--- src/rtl/tmr_ctrl.sv ---
// Register-bus sequencer for one tmr instance: programs CR/RE on start, clears and counts interrupts, disables on stop.
// Optional CR readback check after programming is built when TMR_CTRL_VERIFY_EN is defined.
module tmr_ctrl #(
    parameter int         tmr_w   = 8,
    parameter logic [4:0] CR_ADDR = 5'h00,
    parameter logic [4:0] RE_ADDR = 5'h04,
    parameter logic [4:0] IR_ADDR = 5'h08
) (
    input  logic             clk,
    input  logic             rstn,
    input  logic             start,
    input  logic             stop,
    input  logic [31:0]      cfg_cr,
    input  logic [tmr_w-1:0] cfg_re,
    input  logic [15:0]      ev_num,
    output logic             busy,
    output logic             done,
    output logic             err,
    output logic [15:0]      ev_cnt,
    output logic [4:0]       tmr_addr,
    output logic             tmr_we,
    output logic [31:0]      tmr_wd,
    input  logic [31:0]      tmr_rd,
    input  logic             tmr_irq
);

    typedef enum logic [3:0] {
        S_IDLE,
        S_WR_CR,
`ifdef TMR_CTRL_VERIFY_EN
        S_RD_CR,
`endif
        S_WR_RE,
        S_WAIT_IRQ,
        S_CLR_IR,
        S_GUARD,
        S_STOP_CR,
        S_DONE
    } state_t;

    state_t      r_state;
    logic        r_busy;
    logic        r_done;
    logic [15:0] r_ev_cnt;
    logic [15:0] r_ev_num;
    logic [4:0]  r_addr;
    logic        r_we;
    logic [31:0] r_wd;
    logic [31:0] w_re_ext;

    assign w_re_ext = 32'(cfg_re);

`ifdef TMR_CTRL_VERIFY_EN
    logic r_err;
    assign err = r_err;
`else
    logic w_unused_rd;
    assign w_unused_rd = ^tmr_rd;
    assign err         = 1'b0;
`endif

    always_ff @(posedge clk or negedge rstn) begin
        if (!rstn) begin
            r_state  <= S_IDLE;
            r_busy   <= 1'b0;
            r_done   <= 1'b0;
            r_ev_cnt <= 16'h0;
            r_ev_num <= 16'h0;
            r_addr   <= 5'h0;
            r_we     <= 1'b0;
            r_wd     <= 32'h0;
`ifdef TMR_CTRL_VERIFY_EN
            r_err    <= 1'b0;
`endif
        end else begin
            // Write strobe and done are single-cycle unless a state re-asserts them.
            r_we   <= 1'b0;
            r_done <= 1'b0;
            case (r_state)
                S_IDLE: begin
                    if (start) begin
                        r_state  <= S_WR_CR;
                        r_busy   <= 1'b1;
                        r_ev_cnt <= 16'h0;
                        r_ev_num <= ev_num;
                        r_we     <= 1'b1;
                        r_addr   <= CR_ADDR;
                        r_wd     <= cfg_cr;
`ifdef TMR_CTRL_VERIFY_EN
                        r_err    <= 1'b0;
`endif
                    end
                end
`ifdef TMR_CTRL_VERIFY_EN
                // Address stays at CR for the read cycle; r_wd still holds the value just written.
                S_WR_CR: r_state <= S_RD_CR;
                S_RD_CR: begin
                    r_we <= 1'b1;
                    if (tmr_rd != r_wd) begin
                        r_err   <= 1'b1;
                        r_state <= S_STOP_CR;
                        r_addr  <= CR_ADDR;
                        r_wd    <= 32'h0;
                    end else begin
                        r_state <= S_WR_RE;
                        r_addr  <= RE_ADDR;
                        r_wd    <= w_re_ext;
                    end
                end
`else
                S_WR_CR: begin
                    r_state <= S_WR_RE;
                    r_we    <= 1'b1;
                    r_addr  <= RE_ADDR;
                    r_wd    <= w_re_ext;
                end
`endif
                S_WR_RE: r_state <= S_WAIT_IRQ;
                S_WAIT_IRQ: begin
                    if (stop) begin
                        r_state <= S_STOP_CR;
                        r_we    <= 1'b1;
                        r_addr  <= CR_ADDR;
                        r_wd    <= 32'h0;
                    end else if (tmr_irq) begin
                        r_state <= S_CLR_IR;
                        r_we    <= 1'b1;
                        r_addr  <= IR_ADDR;
                        r_wd    <= 32'h0;
                        if (r_ev_cnt != 16'hFFFF) begin
                            r_ev_cnt <= r_ev_cnt + 16'h1;
                        end
                    end
                end
                S_CLR_IR: r_state <= S_GUARD;
                S_GUARD: begin
                    if (r_ev_num != 16'h0 && r_ev_cnt == r_ev_num) begin
                        r_state <= S_STOP_CR;
                        r_we    <= 1'b1;
                        r_addr  <= CR_ADDR;
                        r_wd    <= 32'h0;
                    end else begin
                        r_state <= S_WAIT_IRQ;
                    end
                end
                S_STOP_CR: begin
                    r_state <= S_DONE;
                    r_done  <= 1'b1;
                end
                S_DONE: begin
                    r_state <= S_IDLE;
                    r_busy  <= 1'b0;
                end
                default: r_state <= S_IDLE;
            endcase
        end
    end

    assign busy     = r_busy;
    assign done     = r_done;
    assign ev_cnt   = r_ev_cnt;
    assign tmr_addr = r_addr;
    assign tmr_we   = r_we;
    assign tmr_wd   = r_wd;

endmodule

--- config.mk ---
export PLATFORM = sky130hd
export DESIGN_NAME = tmr_ctrl
export DESIGN_NICKNAME = d
export VERILOG_FILES = /design/src/rtl/tmr_ctrl.sv
export SDC_FILE = /design/constraint.sdc
export NUM_CORES = 1
export LEC_CHECK = 0
export ABC_AREA = 1
export CAP_MARGIN = 20
export CORE_UTILIZATION = 40
export CTS_CLUSTER_DIAMETER = 80
export CTS_CLUSTER_SIZE = 30
export DETAILED_ROUTE_END_ITERATION = 8
export GPL_TIMING_DRIVEN = 0
export PLACE_DENSITY_LB_ADDON = 0.1
export SYNTH_ARGS = -nofsm -noshare
export SYNTH_HDL_FRONTEND = slang
export SYNTH_SLANG_ARGS = --single-unit
--- constraint.sdc ---
create_clock -name clk -period 2.4 [get_ports clk]
set_input_delay 0.48 -clock clk [delete_from_list [all_inputs] [get_ports clk]]
set_output_delay 0.48 -clock clk [all_outputs]
set_load 0.02 [all_outputs]
==> metrics.md <==
| Metric | Value |
|---|---|
| Number of H-tree levels | 3 |
| GRT Resource Usage Total | between 20% and 30% |
| Top cells by area in the synthesized netlist | sky130_fd_sc_hd__dfrtp_1 46%, sky130_fd_sc_hd__nand2_1 16%, sky130_fd_sc_hd__nand3_1 12%, sky130_fd_sc_hd__nor2_1 6.1%, sky130_fd_sc_hd__inv_1 5.2% |
| Post-Syn Area per Cell | 7.169 um2 |
| Setup TNS | 0 ps |
| Cell type of the slowest stage on the worst timing path | sky130_fd_sc_hd__clkdlybuf4s50_1 |
| Via count of the first global-routing pass | 3533 |
| Crit path DAT | around 1500 ps |
| Final worst hold slack | approximately 42 ps |
| Maximum ir drop on the vdd rail | 0.6273 mV |
| Number of vias in the routed layout | ~3900 |
| Clock transition at path regs | around 80 ps |
| Final hold violation count | 0 |
| Critical Path Max Stage Delay | approximately 660 ps |
| Area share of the largest cell type after synthesis | approximately 46% |
| Initial core utilization | between 40% and 50% |
| Sequential fraction of the synthesis area | between 40 and 50% |
| Worst setup timing slack at the placement stage | roughly 320 ps |
| Part of the cycle the worst path needs | between 80% and 90% |
| Placed Instances | approximately 800 |
| Final layout net count | 774 |
| Pin count of the biggest net entering global routing | 48 |
| Vertical die dimension | about 100 um |
| Total design power | approximately 6.3 mW |
| Non-filler cells in the finished layout | just over 800 |
| Largest fanout on the critical path | 6 |
| Residual DRC count | 0 |
| Proportion of layout cells with a drive suffix above 1 | ~8.5% |
| Net Sw Frac | about 44% |
| Crit. End Element | output port |
| Overflow left after global routing | 0 |
| Maximum clock insertion buffer count | 2 |
| Flip-flop cell with the highest count after synthesis | sky130_fd_sc_hd__dfrtp_1 |
| Yosys warning count | 0 |
| Hold/Removal Path Class | in2async |
| # clock sinks | roughly 70 |
| TritonCTS clock tree | built |
| WP buf/inv | 1 |
| Count of cell types in the netlist | 26 |
| Register share of total power | 32.0% |
| Die boundary width | roughly 100 um |
| Capture point of the worst reg-to-reg path | ev_cnt[1]$_DFFE_PN0P_ |
| Most common cell in the synthesized netlist | sky130_fd_sc_hd__nand2_1 |
| Startpoint of the worst-slack reg-to-reg timing path | ev_cnt[0]$_DFFE_PN0P_ |
| List of most frequent post-synthesis cells | 167 x sky130_fd_sc_hd__nand2_1, 92 x sky130_fd_sc_hd__nand3_1, 72 x sky130_fd_sc_hd__dfrtp_1 |
| Sum of routed wire length over all layers | a little over 10000 um |
| Core Rows | 35 |
| Global-route wire length before repair | about 17000 um |
| Internal Dissipation | between 3 and 4 mW |
| Drt first-iter violations | 194 |
| Fmax | approximately 0.51 GHz |
| IO Port Bufs | 113 |
| Slew Limit Fails | 0 |
| Initial antenna violation count | 0 |
| Number of max-capacitance violations reported | 0 |
| Switch Pwr | about 2.8 mW |
| Least setup slack across all paths after layout | approximately 420 ps |
| Final design utilization | between 50% and 60% |
| Cts repair resizes | 0 |
| Required time worst endpoint | roughly 1900 ps |
| Run status | finished clean |
| Core Region | ~9400 um2 |
| Number of enable-type register cells in the synthesized netlist | 0 |
| Asr flop ratio synth | 100.0% |
| Seq cells post-synth | 72 |
| Chain of cells forming the critical path | clkdlybuf4s50_1 |
| Proportion of power drawn by combinational gates | 52.7% |
| Number of search-and-repair iterations in the first detailed-routing pass | 4 |
| Cell type with the highest aggregate area in the netlist | sky130_fd_sc_hd__dfrtp_1 |
| Final setup fails | 0 |
| Final Instance Area | 5484 um2 |
| Critical path class | reg2out |
| Worst slew margin relative to its limit | between 60% and 70% |
| Power per Cell Area | 1150 nW/um2 |
| Post-synthesis cell area | just under 4000 um2 |
| Synth Instances | about 550 |
| Ratio of routed vias to standard cells | 4.732 |
| Transition time at the pin with the least slew margin | between 500 and 600 ps |
| Worst-case register-to-register setup slack | 450 ps |
| Routed WL per cell | about 13 um |
| Final critical path time including I/O delays and setup | ~2000 ps |
| Reported leakage power | between 2 and 3 nW |
| Final ANT Viol Nets | 0 |
| DPL Wire Length | approximately 8000 um |
| Setup repair after global routing missed its margin | no |
| Number of hold-repair buffers added at the cts stage | 0 |
| Area growth, synth to finish | 38.57% |
| Number of top-level pins | 150 |
| Depth of the most critical reg-to-reg path | 10 |
| Number of buffers created by CTS | 9 |
| Post-CTS setup buffer count | 0 |
| Diodes inserted | 0 |
| Cell Area, Placed | 5286 um2 |
| Relative contribution of the clock network to total power | 15.3% |
| Clock Latency Late Sink | between 300 and 400 ps |
| Clock tree skew after final layout | roughly 12 ps |
| Weighted congestion at the end of routability-driven global placement | roughly 0.92 |
| Kind of cell adding the most delay to the critical path | buffers and inverters |
| CTS Root Buffer Type | sky130_fd_sc_hd__clkbuf_8 |
| Die area | between 10000 and 15000 um2 |
| Crit path launch type | flip-flop |
-- sequential cells by signal, summed over array words and instances, names as in the netlist --
| signal | cells |
|---|---|
| busy | 1 |
| done | 1 |
| ev_cnt | 16 |
| r_ev_num | 16 |
| r_state | 3 |
| tmr_addr | 2 |
| tmr_wd | 32 |
| tmr_we | 1 |
-- cell usage in the layout (no fill, tap or decap), types with 6 or more instances in the layout --
cell	count
sky130_fd_sc_hd__o21ai_0	22
sky130_fd_sc_hd__nand2_1	167
sky130_fd_sc_hd__clkdlybuf4s50_1	112
sky130_fd_sc_hd__o21ai_1	11
sky130_fd_sc_hd__buf_4	6
sky130_fd_sc_hd__nand3_1	92
sky130_fd_sc_hd__inv_1	55
sky130_fd_sc_hd__buf_2	14
sky130_fd_sc_hd__nor2_1	64
sky130_fd_sc_hd__dfrtp_1	72
sky130_fd_sc_hd__inv_2	7
sky130_fd_sc_hd__xnor2_1	8
sky130_fd_sc_hd__clkbuf_8	10
sky130_fd_sc_hd__xor2_1	7
-- worst max path at each step --
stage / cells after the start / slack (ps) / start / to
final: 1 / 420 / ev_cnt[15]$_DFFE_PN0P_ / ev_cnt[15]
after global routing: 10 / 230 / ev_cnt[0]$_DFFE_PN0P_ / ev_cnt[1]$_DFFE_PN0P_
after CTS: 1 / 400 / ev_cnt[3]$_DFFE_PN0P_ / ev_cnt[3]
after detailed placement: 7 / 320 / stop / tmr_wd[29]$_DFFE_PN0P_
after global placement: 1 / -1700 / rstn / tmr_wd[27]$_DFFE_PN0P_
after floorplan: 10 / 680 / ev_cnt[0]$_DFFE_PN0P_ / ev_cnt[8]$_DFFE_PN0P_
-- kinds of logic (layout without fill, tap and decap cells) --
group / after synthesis / count (layout) / share of synthesized area [%]
AOI/OAI and AO/OA: 36 / 36 / 4.900
xor gates and xnor gates: 15 / 15 / 3.320
adders and majority gates: 1 / 1 / 0.3161
buffers and inverters: 87 / 217 / 9.548
DFF: 72 / 72 / 45.53
other: 1 / 4 / 0.09476
and+or+nand+nor: 340 / 340 / 36.29
-- layout make-up --
cell class / instances / area [um2]
plain buffers: 25 / 145.1
repair buffers: 114 / 1156
clock buffers: 11 / 141.4
multi-input cells: 396 / 1789
inverters: 62 / 232.7
clock inverters: 5 / 56.30
flip-flops and latches: 72 / 1802
well taps: 129 / 161.4
fillers: 923 / 3931
-- worst reg2reg max path, stage by stage (launching register included) --
cell	delay [ps]
sky130_fd_sc_hd__dfrtp_1	470
sky130_fd_sc_hd__ha_1	240
sky130_fd_sc_hd__nand2_1	110
sky130_fd_sc_hd__nor2_1	250
sky130_fd_sc_hd__nand2_1	120
sky130_fd_sc_hd__o21ai_1	150
sky130_fd_sc_hd__nand2_1	110
sky130_fd_sc_hd__nand2_4	130
sky130_fd_sc_hd__buf_6	160
sky130_fd_sc_hd__nand2_1	60
sky130_fd_sc_hd__o21ai_1	80
-- power by group through the flow --
stage | combinational [mW] | clock [mW] | sequential (mW)
after global routing | 3.70 | 1.03 | 2.09
after CTS | 3.36 | 0.991 | 2.02
after global placement | 3.28 | 0 | 2.02
final | 3.32 | 0.966 | 2.02
after detailed placement | 3.35 | 0 | 2.03
after floorplan | 1.78 | 0 | 2.34
-- layer usage --
metal | up-vias | global-route usage (%) | routed length [um] | part of all wire, %
li1 | 1974 | - | - | -
met1 | 1743 | 29.04 | 4812 | 46
met2 | 126 | 33.91 | 4819 | 46
met3 | 9 | 4.003 | 653 | 6.3
met4 | 0 | 6.689 | 108 | 1.0
met5 | - | 0 | 0 | 0
(Power assumes the default switching activity.)
